--- src/rtl/cpu_pkg.sv ---
// Shared types for the CPU pipeline: MEM-stage FSM states,
// EX/MEM and MEM/WB bundles, and the memory timeout default.
package cpu_pkg;

    localparam int TIMEOUT_DEF = 15;

    typedef enum logic [1:0] {
        IDLE = 2'd0,
        BUSY = 2'd1,
        DONE = 2'd2
    } mem_state_e;

    typedef struct packed {
        logic [31:0] addr;
        logic [31:0] pc4;
        logic [3:0]  dst;
        logic        wr;
        logic        sel;
        logic        call;
        logic        high;
        logic        low;
    } ex_mem_t;

    typedef struct packed {
        logic [31:0] data;
        logic [3:0]  dst;
        logic        wr;
        logic        high;
        logic        low;
    } mem_wb_t;

    function automatic logic is_mem_op(logic sel, logic call);
        return sel | call;
    endfunction

endpackage

--- src/rtl/mem_wb_reg.sv ---
// MEM/WB output register; a bubble clears only the write
// enables so the data fields keep their last value.
module mem_wb_reg
    import cpu_pkg::*;
(
    input  logic    clk,
    input  logic    rst_n,
    input  logic    load,
    input  logic    bubble,
    input  mem_wb_t d,
    output mem_wb_t q
);

    always_ff @(posedge clk or negedge rst_n) begin
        if (!rst_n) begin
            q <= '0;
        end else if (bubble) begin
            q.wr   <= 1'b0;
            q.high <= 1'b0;
            q.low  <= 1'b0;
        end else if (load) begin
            q <= d;
        end
    end

endmodule

--- src/rtl/mem_stage_ctrl.sv ---
// MEM stage controller: passes ALU results to WB and runs a
// stalling load/call handshake with a bounded wait for mem_ack.
module mem_stage_ctrl
    import cpu_pkg::*;
#(
    parameter int TIMEOUT = TIMEOUT_DEF
) (
    input  logic        clk,
    input  logic        rst_n,
    input  logic [31:0] alu_out_in,
    input  logic [3:0]  reg_dst_in,
    input  logic [31:0] pc_plus4_in,
    input  logic        reg_wr_in,
    input  logic        wb_sel_in,
    input  logic        call_in,
    input  logic        high_in,
    input  logic        low_in,
    output logic        stall_out,
    output logic        mem_req,
    output logic        mem_we,
    output logic [31:0] mem_addr,
    output logic [31:0] mem_wdata,
    input  logic [31:0] mem_rdata,
    input  logic        mem_ack,
    output logic [31:0] wb_data,
    output logic [3:0]  wb_reg_dst,
    output logic        wb_reg_wr,
    output logic        wb_high,
    output logic        wb_low,
    output logic        mem_err
);

    localparam int CW = $clog2(TIMEOUT + 1);
    localparam logic [CW-1:0] CNT_MAX = CW'(TIMEOUT);
    localparam logic [CW-1:0] CNT_LAST = CW'(TIMEOUT - 1);

    mem_state_e  state;
    mem_state_e  state_nxt;
    ex_mem_t     hold;
    logic [31:0] rdata_q;
    logic [CW-1:0] cnt;
    logic        to_q;
    logic        err_q;

    logic        in_mem;
    logic        busy;
    logic        busy_to;
    logic        wb_load;
    logic        wb_bubble;
    mem_wb_t     wb_d;
    mem_wb_t     wb_q;

    assign in_mem = is_mem_op(wb_sel_in, call_in);
    assign busy   = (state == BUSY);

    always_comb begin
        state_nxt = state;
        stall_out = 1'b0;
        wb_load   = 1'b0;
        wb_bubble = 1'b0;
        wb_d      = '0;
        busy_to   = 1'b0;
        unique case (state)
            IDLE: begin
                if (in_mem) begin
                    stall_out = 1'b1;
                    wb_bubble = 1'b1;
                    state_nxt = BUSY;
                end else begin
                    wb_load   = 1'b1;
                    wb_d.data = alu_out_in;
                    wb_d.dst  = reg_dst_in;
                    wb_d.wr   = reg_wr_in;
                    wb_d.high = high_in;
                    wb_d.low  = low_in;
                end
            end
            BUSY: begin
                stall_out = 1'b1;
                wb_bubble = 1'b1;
                if (mem_ack) begin
                    state_nxt = DONE;
                end else if (cnt == CNT_LAST) begin
                    busy_to   = 1'b1;
                    state_nxt = DONE;
                end
            end
            DONE: begin
                wb_load   = 1'b1;
                // a call is a store even when wb_sel is also set
                wb_d.data = (hold.sel && !hold.call)
                          ? rdata_q : hold.addr;
                wb_d.dst  = hold.dst;
                wb_d.wr   = hold.wr & ~to_q;
                wb_d.high = hold.high & ~to_q;
                wb_d.low  = hold.low & ~to_q;
                state_nxt = IDLE;
            end
            default: begin
                state_nxt = IDLE;
            end
        endcase
    end

    always_ff @(posedge clk or negedge rst_n) begin
        if (!rst_n) begin
            state   <= IDLE;
            hold    <= '0;
            rdata_q <= '0;
            cnt     <= '0;
            to_q    <= 1'b0;
            err_q   <= 1'b0;
        end else begin
            state <= state_nxt;
            err_q <= busy_to;
            if (state == IDLE && in_mem) begin
                hold.addr <= alu_out_in;
                hold.pc4  <= pc_plus4_in;
                hold.dst  <= reg_dst_in;
                hold.wr   <= reg_wr_in;
                hold.sel  <= wb_sel_in;
                hold.call <= call_in;
                hold.high <= high_in;
                hold.low  <= low_in;
                cnt       <= '0;
                to_q      <= 1'b0;
            end
            if (busy) begin
                if (mem_ack) begin
                    rdata_q <= mem_rdata;
                end else if (cnt != CNT_MAX) begin
                    cnt <= cnt + 1'b1;
                end
                if (busy_to) begin
                    to_q <= 1'b1;
                end
            end
        end
    end

    assign mem_req   = busy;
    assign mem_we    = busy & hold.call;
    assign mem_addr  = busy ? hold.addr : '0;
    assign mem_wdata = (busy && hold.call) ? hold.pc4 : '0;
    assign mem_err   = err_q;

    mem_wb_reg u_wb (
        .clk    (clk),
        .rst_n  (rst_n),
        .load   (wb_load),
        .bubble (wb_bubble),
        .d      (wb_d),
        .q      (wb_q)
    );

    assign wb_data    = wb_q.data;
    assign wb_reg_dst = wb_q.dst;
    assign wb_reg_wr  = wb_q.wr;
    assign wb_high    = wb_q.high;
    assign wb_low     = wb_q.low;

endmodule

--- config.mk ---
export PLATFORM = sky130hd
export DESIGN_NAME = mem_stage_ctrl
export DESIGN_NICKNAME = d
export VERILOG_FILES = /design/src/rtl/cpu_pkg.sv /design/src/rtl/mem_wb_reg.sv /design/src/rtl/mem_stage_ctrl.sv
export SDC_FILE = /design/constraint.sdc
export NUM_CORES = 1
export LEC_CHECK = 0
export ABC_AREA = 1
export CORE_MARGIN = 2
export CORE_UTILIZATION = 47
export CTS_CLUSTER_DIAMETER = 30
export CTS_CLUSTER_SIZE = 16
export DETAILED_ROUTE_END_ITERATION = 10
export MAX_ROUTING_LAYER = met4
export PLACE_DENSITY = 0.87
export SLEW_MARGIN = 30
export SYNTH_ARGS = -nofsm -noshare
export SYNTH_HDL_FRONTEND = slang
export SYNTH_SLANG_ARGS = --single-unit
--- constraint.sdc ---
create_clock -name clk -period 3.8 [get_ports clk]
set_clock_uncertainty 0.1 [all_clocks]
set_input_delay 0.38 -clock clk [delete_from_list [all_inputs] [get_ports clk]]
set_output_delay 0.38 -clock clk [all_outputs]
set_load 0.03 [all_outputs]
==> results.json <==
{
  "run_status": "complete, no violations",
  "reg2reg_from": "hold[2]",
  "diodes": 0,
  "p_total_mw": 8.60,
  "grt.total_usage_pct": 26.1,
  "min_path_type": "reg2reg",
  "grt_pass1_vias": 6392,
  "min_path_cells": 2,
  "num_io_pins": 215,
  "max_freq_ghz": 0.346,
  "synth.distinct_cells": 23,
  "hold_slack_ns": 0.385,
  "gp_congestion": 0.795,
  "layout_common_cells": "213 x clkdlybuf4s50_1, 205 x nand2_1, 152 x dfrtp_1",
  "maxSlewViolCount": 0,
  "final_common_cell": "clkdlybuf4s50_1",
  "fp.coreArea_sq_um": 14500,
  "dieWidth_um": 126,
  "period_share_pct": 76.0,
  "cts_buffers": 17,
  "cts_buffer_depth": 2,
  "maxCapViolCount": 0,
  "synth-seq-cells": 152,
  "vias": 6436,
  "drc": 0,
  "holdPathEnd": "hold[7]",
  "syn_area_sq_um": 6980,
  "p_leak_nw": 4.60,
  "min_from": "hold[7]",
  "r2r_slack_ns": 1.49,
  "syn-num-nets": 970,
  "die_height_um": 126,
  "syn-instance-count": 860,
  "rows": 44,
  "wl_per_cell_um": 15.8,
  "areaGrowthSynthToFinish_pct": 39.3,
  "arrival_ns": 2.41,
  "ant_nets": 0,
  "cts_setup_buffers": 0,
  "grt_setup_unrepaired": "false",
  "cp-start-kind": "flip-flop",
  "cp_max_fo": 32,
  "cts_htree_levels": 4,
  "grt_pass1_wl_um": 31800,
  "post-route-cell-area_sq_um": 9720,
  "timing.rr.end": "u_wb.q[24]",
  "drt-vias-per-instance": 5.16,
  "drt-total-wl_um": 19700,
  "syn_area_per_cell_sq_um": 8.11,
  "final_cells": 1248,
  "p_per_area_nw_per_um2": 885,
  "grt_antenna_before_repair": 0,
  "clock-sinks": 152,
  "fin_nets": 1164,
  "cts-root-buf": "clkbuf_16",
  "cts_tree": "yes",
  "worstMarginPinSlew_ns": 0.869,
  "initial_utilization_pct": 48.0,
  "place_ws_ns": 1.09,
  "grt_max_degree": 80,
  "clk_pin_slew_ns": 0.06,
  "multi_input_area_sq_um": 2410,
  "tns_ns": 0,
  "yosysSeqAreaShare_pct": 54.5,
  "fin_ws_ns": 0.911,
  "clock_latency_ns": 0.42,
  "die-area_sq_um": 15800,
  "fin_util_pct": 66.9,
  "dpl_cell_area_sq_um": 9100,
  "critPathKind": "reg2out",
  "hold_violations": 0,
  "cp-end-kind": "output port",
  "hpwl_um": 12600,
  "ff_latch_area_sq_um": 3800,
  "r2r_cells": 8,
  "drt-initial-drc-count": 425,
  "fin_crit_ns": 2.89,
  "slew_headroom_pct": 42.0,
  "drive_gt1_share_pct": 4.89,
  "numPlacedInstances": 1218,
  "yosysWarningCount": 0,
  "fillers": 1179,
  "port_buffers": 214,
  "ir_drop_mv": 0.536,
  "setup_viol": 0,
  "worst_ep_required_time_ns": 3.32,
  "overflow": 0,
  "firstDrtPassIters": 5
}
-- cell families (layout without fill, tap and decap cells) --
group                    Yosys count  after routing  synth area share (%)
AO/OA/AOI/OAI                    108            108                  7.87
adder cells (fa/ha/maj)            2              2                 0.359
buffers and inverters            163            367                  11.0
flip-flops                       152            152                  54.5
AND/OR/NAND/NOR                  435            435                  26.3
-- final cells by class --
cell class,instances,area share [%]
clock buffers,20,4.70
clock inverters,9,1.54
inverters,115,4.44
multi-input cells,545,24.8
flip-flops and latches,152,39.1
well taps,184,2.37
repair buffers,223,23.0
-- cells in the mapped netlist, drive strengths merged --
cell type  instances  area share [%]
ha                 2            0.36
inv              115             6.2
nand3            114             8.2
dfrtp            152              55
nor2             111             6.5
o22ai              1           0.090
buf               42             4.5
o21ai             71             5.1
nand2            209              11
clkbuf             6            0.32
o211ai             3            0.32
nand4              1           0.090
a21oi             33             2.4
-- power breakdown --
| part | internal (mW) | leakage (nW) | switching [mW] |
|---|---|---|---|
| clock | 1.12 | 0.294 | 0.638 |
| combinational | 1.47 | 2.47 | 2.69 |
| sequential | 2.37 | 1.83 | 0.308 |
-- state kept, by name, summed over array words and instances (netlist names) --
signal   cells
state        2
mem_err      1
to_q         1
cnt          4
hold        73
rdata_q     32
u_wb.q      39
-- worst max-delay path by stage --
stage                          endpoint  startpoint  cells after the start  slack (ns)
final                     mem_wdata[11]    state[1]                      6        0.91
after detailed placement  mem_wdata[24]    state[1]                      6        1.09
after CTS                 mem_wdata[11]    state[1]                      6        0.60
after global routing      mem_wdata[11]    state[1]                      6        0.77
after floorplan           mem_wdata[10]    state[1]                      6        1.59
after global placement        stall_out     call_in                      6        1.16
-- routing by layer --
layer | share of wire, % | track usage (%)
met2 | 48 | 43.3
met3 | 8.4 | 6.12
met5 | 0 | -
met1 | 41 | 31.9
met4 | 1.8 | 8.40
-- worst max-delay path, stage by stage, from the launching register on --
cell             delay (ns)
dfrtp_1                0.46
inv_2                  0.16
nand2_2                0.07
nor2_2                 0.12
inv_2                  0.23
nor2_1                 0.23
clkdlybuf4s50_1        0.71
-- timing repair --
item                      in CTS  in global routing
hold endpoints to repair      73                  0
hold buffers                   1                  0
resized for setup              0                  0
No activity file was read; power rests on OpenSTA's default activity.
